[src/rtl/regfile_bank_ctx.sv]
// DEPTH x WIDTH register file: one write port, two bypassed combinational read
// ports, and a shadow bank filled or drained one entry per cycle by SAVE/RESTORE.
module regfile_bank_ctx #(
  parameter int WIDTH  = 16,
  parameter int ADDR_W = 3
) (
  input  logic              i_clk,
  input  logic              i_rst,
  input  logic              i_we,
  input  logic [ADDR_W-1:0] i_waddr,
  input  logic [WIDTH-1:0]  i_wdata,
  input  logic [ADDR_W-1:0] i_raddr_a,
  output logic [WIDTH-1:0]  o_rdata_a,
  input  logic [ADDR_W-1:0] i_raddr_b,
  output logic [WIDTH-1:0]  o_rdata_b,
  input  logic              i_save,
  input  logic              i_restore,
  output logic              o_busy,
  output logic              o_done,
  output logic [1:0]        o_state
);

  localparam int DEPTH = 2 ** ADDR_W;

  typedef enum logic [1:0] {
    ST_IDLE    = 2'd0,
    ST_SAVE    = 2'd1,
    ST_RESTORE = 2'd2
  } state_t;

  // Handshake: a request (save/restore) is accepted only in a cycle where
  // o_busy=0; o_busy then stays high for DEPTH cycles and o_done pulses for
  // one cycle afterwards. Writes presented while o_busy=1 are discarded.

  logic [WIDTH-1:0]  r_main   [DEPTH];
  logic [WIDTH-1:0]  r_shadow [DEPTH];
  state_t            r_state;
  state_t            w_state_nxt;
  logic [ADDR_W-1:0] r_idx;
  logic [ADDR_W-1:0] w_idx_nxt;
  logic              r_busy;
  logic              r_done;
  logic              w_done_nxt;
  logic              w_wr_en;
  logic              w_last;

  assign w_wr_en = i_we && !r_busy;
  assign w_last  = (r_idx == ADDR_W'(DEPTH - 1));

  always_comb begin
    w_state_nxt = r_state;
    w_idx_nxt   = r_idx;
    w_done_nxt  = 1'b0;
    case (r_state)
      ST_IDLE: begin
        if (i_save) begin
          w_state_nxt = ST_SAVE;
          w_idx_nxt   = '0;
        end else if (i_restore) begin
          w_state_nxt = ST_RESTORE;
          w_idx_nxt   = '0;
        end
      end
      ST_SAVE, ST_RESTORE: begin
        w_idx_nxt = r_idx + 1'b1;
        if (w_last) begin
          w_state_nxt = ST_IDLE;
          w_done_nxt  = 1'b1;
        end
      end
      default: begin
        w_state_nxt = ST_IDLE;
        w_idx_nxt   = '0;
      end
    endcase
  end

  always_ff @(posedge i_clk) begin
    if (i_rst) begin
      for (int i = 0; i < DEPTH; i++) begin
        r_main[i]   <= '0;
        r_shadow[i] <= '0;
      end
      r_state <= ST_IDLE;
      r_idx   <= '0;
      r_busy  <= 1'b0;
      r_done  <= 1'b0;
    end else begin
      r_state <= w_state_nxt;
      r_idx   <= w_idx_nxt;
      r_busy  <= (w_state_nxt != ST_IDLE);
      r_done  <= w_done_nxt;
      // Writes only land in IDLE, so they never collide with a RESTORE copy.
      if (w_wr_en) r_main[i_waddr] <= i_wdata;
      if (r_state == ST_SAVE)    r_shadow[r_idx] <= r_main[r_idx];
      if (r_state == ST_RESTORE) r_main[r_idx]   <= r_shadow[r_idx];
    end
  end

  assign o_rdata_a = (w_wr_en && (i_waddr == i_raddr_a)) ? i_wdata : r_main[i_raddr_a];
  assign o_rdata_b = (w_wr_en && (i_waddr == i_raddr_b)) ? i_wdata : r_main[i_raddr_b];
  assign o_busy    = r_busy;
  assign o_done    = r_done;
  assign o_state   = r_state;

endmodule

[config.mk]
export PLATFORM = sky130hd
export DESIGN_NAME = regfile_bank_ctx
export DESIGN_NICKNAME = d
export VERILOG_FILES = /design/src/rtl/regfile_bank_ctx.sv
export SDC_FILE = /design/constraint.sdc
export NUM_CORES = 1
export LEC_CHECK = 0
export ABC_CLOCK_PERIOD_IN_PS = 3400
export BUFFER_PORTS_ARGS = -buffer_cell sky130_fd_sc_hd__clkbuf_2
export CORE_MARGIN = 5
export CORE_UTILIZATION = 62
export CTS_CLUSTER_DIAMETER = 120
export CTS_CLUSTER_SIZE = 28
export DETAILED_ROUTE_END_ITERATION = 8
export PLACE_DENSITY = 0.8
export SYNTH_ARGS = -nofsm -noshare
export SYNTH_HDL_FRONTEND = slang
export SYNTH_SLANG_ARGS = --single-unit
[constraint.sdc]
create_clock -name i_clk -period 3.4 [get_ports i_clk]
set_clock_uncertainty 0.05 [all_clocks]
set_input_delay 0 -clock i_clk [delete_from_list [all_inputs] [get_ports i_clk]]
set_output_delay 0 -clock i_clk [all_outputs]
set_load 0.01 [all_outputs]
; Word level (Yosys, flattened, before mapping)
; Memory sizes are Yosys's and may differ from the RTL's. A register that Yosys moved wholly into a read port is not among the register bits.
; Index checks and enable logic that the tools add are counted.
[totals]
output_inout_bits = 36
regBits = 7
in_bits = 30
word_cells = 59
mem_count = 2
ram_bits = 256
[mem_list]
columns = memory, depth, word_bits, rd, rd_clocked_by_memory_dff, wr, line
row1 = r_main, 8, 16, 3, 1, 8, 35  ; logic [WIDTH-1:0] r_main [DEPTH];
row2 = r_shadow, 8, 16, 1, 1, 8, 36  ; logic [WIDTH-1:0] r_shadow [DEPTH];
[classes]
n_addsub = 1
bitwise_logic = 1
n_eq_ne = 6
n_reduce_logical = 11
muxes = 34
[op_table]
columns = operator, n
row1 = 2-to-1 mux 16 bit, 5
row2 = OR reduction 16 bit, 3
row3 = 2-to-1 mux 3 bit, 9
row4 = 2-to-1 mux 1 bit, 15
row5 = equality test 3 bit, 2
row6 = 2-to-1 mux 2 bit, 3
row7 = case mux 3 bit (2 select lines), 1
row8 = case mux 2 bit (2 select lines), 1
row9 = OR reduction 2 bit, 2
row10 = adder 3 x 1 -> 3 bit (second input constant), 1
row11 = equality test 3 bit (second input constant), 1
row12 = logical AND 1 bit, 3
row13 = != test 3 bit (second input constant), 1
row14 = equality test 2 x 1 -> 1 bit (second input constant), 1
row15 = equality test 2 bit (second input constant), 1
row16 = logical NOT 2 bit, 1
row17 = nonzero test 2 bit, 1
row18 = logical NOT 1 bit, 1
row19 = NOT 1 bit, 1

; Longest topological paths before layout
[depth]
ltp_word = 7
ltp_mapped = 9
ltp_nobuf = 6

; Worst setup path after synthesis
; Ideal clock, no wire load.
[synth_path]
path_type = reg-to-reg
start = register r_busy (netlist: o_busy)
end = memory r_main[4][0], enable pin
required_time_ns = 2.939
setup_ns = 0.411
t_arrival_ns = 2.209
path_stages_with_launch = 4
path_buffers = 1
slack_ns = 0.730
synth_period_minus_slack_ns = 2.670
cell_sequence = dfxtp_1 or4b_1 buf_4 o21ai_0
[synth_rtl]
columns = item, line
row1 = "start, declared", 41  ; logic r_busy;
row2 = "start signal, assigned", 91  ; r_busy <= (w_state_nxt != ST_IDLE);
row3 = "end, declared", 35

==> out/metrics.yaml <==
routing:
  wl_met2_microns: 19300
  route.detailed.drc: 0
  wl_met3_microns: 4080
  topRoutingLayerUsed: "met4"
  first_pass_iters: 6
  via_per_inst: 7.04
  drtIter0Drc: 1198
  postRouteWirelength_microns: 38300
  num_vias: 9538
  wl_per_cell_microns: 28.3
  ant_nets: 0
  wl_met1_microns: 13600
cts:
  numClockSinks: 266
  cts_resized: 0
  cts_tree: "done"
  post_cts_buffers: 0
  cts_htree_levels: 1
  clkLatencyLatePin_ns: 0.49
  cts_buffers: 13
  cts-hold-fix-buffers: 20
  clk_pin_slew_worst_paths_ns: 0.11
  clockBufferDepth: 3
  cts-root-buf: "clkbuf_16"
pwr:
  power_density_nw_per_um2: 419
  p_sw_uw: 1700
  internal_power_uw: 4920
  combPwrFrac_pct: 16.2
  worst_ir_drop_vdd_v: 0.000369
  clock_power_share_pct: 26.0
  finalPower_uw: 6630
  p_leak_uw: 0.00551
  pwr-share-seq_pct: 57.8
  switching_share_pct: 25.7
grt:
  grt_max_degree: 33
  antenna_found_initial: 0
  globalRouteOverflowTotal: 0
  track_usage_pct: 29.1
  grt_pass1_vias: 9637
  grt_pass1_wl_microns: 57300
setup_path:
  cp-end-kind: "register"
  cp-start-kind: "register"
  cp.arrival_ns: 2.85
  cp_slowest_cell: "or3_1"
  path_buf_inv: 1
  crit_family: "simple AND/OR/NAND/NOR gates"
  crit_required_ns: 3.48
  slowest_delay_ns: 0.67
  crit_path_max_fanout: 18
  path_cells: "inv_1 -> ha_1 -> or3b_1 -> nor2_4 -> or3_1"
  critical_path_class: "reg -> reg"
die:
  row_count: 56
  die-area_sq_um: 26600
  coreArea_sq_um: 23300
  start_util_pct: 62.5
  fp.dieW_microns: 163
  die_h_microns: 163
  ios: 66
synthesis:
  synth-seq-cells: 266
  syn_nets: 1012
  synth_top_area_share_pct: 52.9
  yosys.cell_types.count: 40
  synth_cells: 976
  yosysTopAreaCell: "edfxtp_1"
  synth.cell_area_sq_um: 14500
  yosysMostFrequentCell: "edfxtp_1"
  ys_seq_area_share_pct: 54.2
  avgSynthCellArea_sq_um: 14.9
  synth-edff-count: 256
  async_flop_share_pct: 0
  yosysWarnings: 0
  netlist_top_cells_count: "256 x edfxtp_1, 171 x nor2_1, 128 x a22o_1, 128 x mux4_2, 45 x clkbuf_1"
  ys.flop_type: "edfxtp_1"
  synth_area_leaders: "edfxtp_1 53%, mux4_2 20%, a22o_1 7.7%"
placement:
  routabilityCongestion: 0.865
  port_buffers: 65
  dp_hpwl_microns: 25200
timing:
  finalCriticalPeriod_ns: 2.77
  rsz0062_at_grt: "no"
  setup_tns_ns: 0
  slew_headroom_pct: 26.8
  hold_slack_ns: 0.0502
  setup_viol: 0
  fmax_ghz: 0.361
  worstMarginPinSlew_ns: 1.09
  drv_slew: 0
  finalCritPeriodShare_pct: 81.4
  finalHoldViolCount: 0
layout:
  fillerInstances: 1607
  drive_above_1_share_pct: 30.1
  areaGrowthSynthToFinish_pct: 8.83
  nets: 1069
  antennaDiodeCount: 0
hold_path:
  hp-class: "in -> reg"
flow_run:
  cap_violations: 0
status:
  status: "complete, no violations"
layer usage:
| metal | vias to the layer above | GRT usage (%) |
|---|---|---|
| met5 | - | 0 |
| met4 | 0 | 9.95 |
| met3 | 105 | 5.50 |
| met2 | 626 | 49.2 |
| met1 | 4789 | 38.5 |
| li1 | 4018 | - |
layout make-up:
| cell class | instances | area (sq um) | share of cell area [%] |
|---|---|---|---|
| flip-flops and latches | 266 | 7890 | 49.9 |
| inverters | 3 | 11.3 | 0.0712 |
| well taps | 319 | 399 | 2.52 |
| clock inverters | 1 | 16.3 | 0.103 |
| multi-input cells | 613 | 6210 | 39.2 |
| clock buffers | 17 | 340 | 2.15 |
| repair buffers | 136 | 958 | 6.06 |
stage by stage:
step | setup slack (ns) | cells | util [%] | area, sq um
after floorplan | 0.730 | 976 | - | 14500
after global placement | 0.765 | 1317 | 65.6 | 15300
after detailed placement | 0.696 | 1317 | 65.6 | 15300
after CTS | 0.638 | 1355 | 68.0 | 15800
after global routing | 0.486 | 1355 | 68.0 | 15800
final | 0.632 | 1355 | 68.0 | 15800
power groups by stage:
stage               logic, uW  registers [uW]  clock network, uW
finish                   1070            3830               1730
global route             1130            3850               1830
CTS                      1060            3830               1720
detailed placement       1040            3900                  0
global placement         1020            3890                  0
floorplan                 741            3850                  0
tightest hold or removal path, stage by stage:
cell and delay, ns:
clkbuf_2 0.20, buf_4 0.25, nor2_1 0.11
final timing paths:
check,start,to,slack (ns),cells after the start
max reg2reg,o_state[0],r_main[1][6],0.63,5
min reg2reg,r_idx[1],register,0.50,2
max,o_state[0],r_main[1][6],0.63,5
min,i_rst,o_done,0.05,3
cells by family (layout without fill, tap and decap cells):
logic type | after synthesis | count (layout) | synth area share, %
AOI/OAI and AO/OA | 172 | 172 | 9.24
xor gates and xnor gates | 6 | 6 | 0.361
adders and majority gates | 6 | 6 | 0.516
buffers and inverters | 97 | 157 | 3.24
DFF | 266 | 266 | 54.2
muxes | 192 | 192 | 24.7
and+or+nand+nor | 237 | 237 | 7.74
sequential cells by signal, summed over array words and instances (netlist names), named ones only:
signal and count:
o_done 1, r_idx 3, r_main 128, o_busy 1, r_shadow 128, o_state 2
layout by cell type, fill, tap and decap left out, types with 5 or more instances in the layout:
master / count
a21oi_1: 36
a22o_1: 128
buf_4: 47
clkbuf_16: 13
clkbuf_2: 65
dfxtp_1: 7
dlygate4sd3_1: 20
edfxtp_1: 256
ha_1: 6
mux2_2: 15
mux2i_1: 37
mux2i_2: 12
mux4_2: 128
nand2_1: 12
nand2b_1: 13
nor2_1: 171
nor2b_1: 6
nor3_2: 5
o21ai_2: 6
xnor2_1: 6
Note: power is estimated with default switching activity, not from simulation.
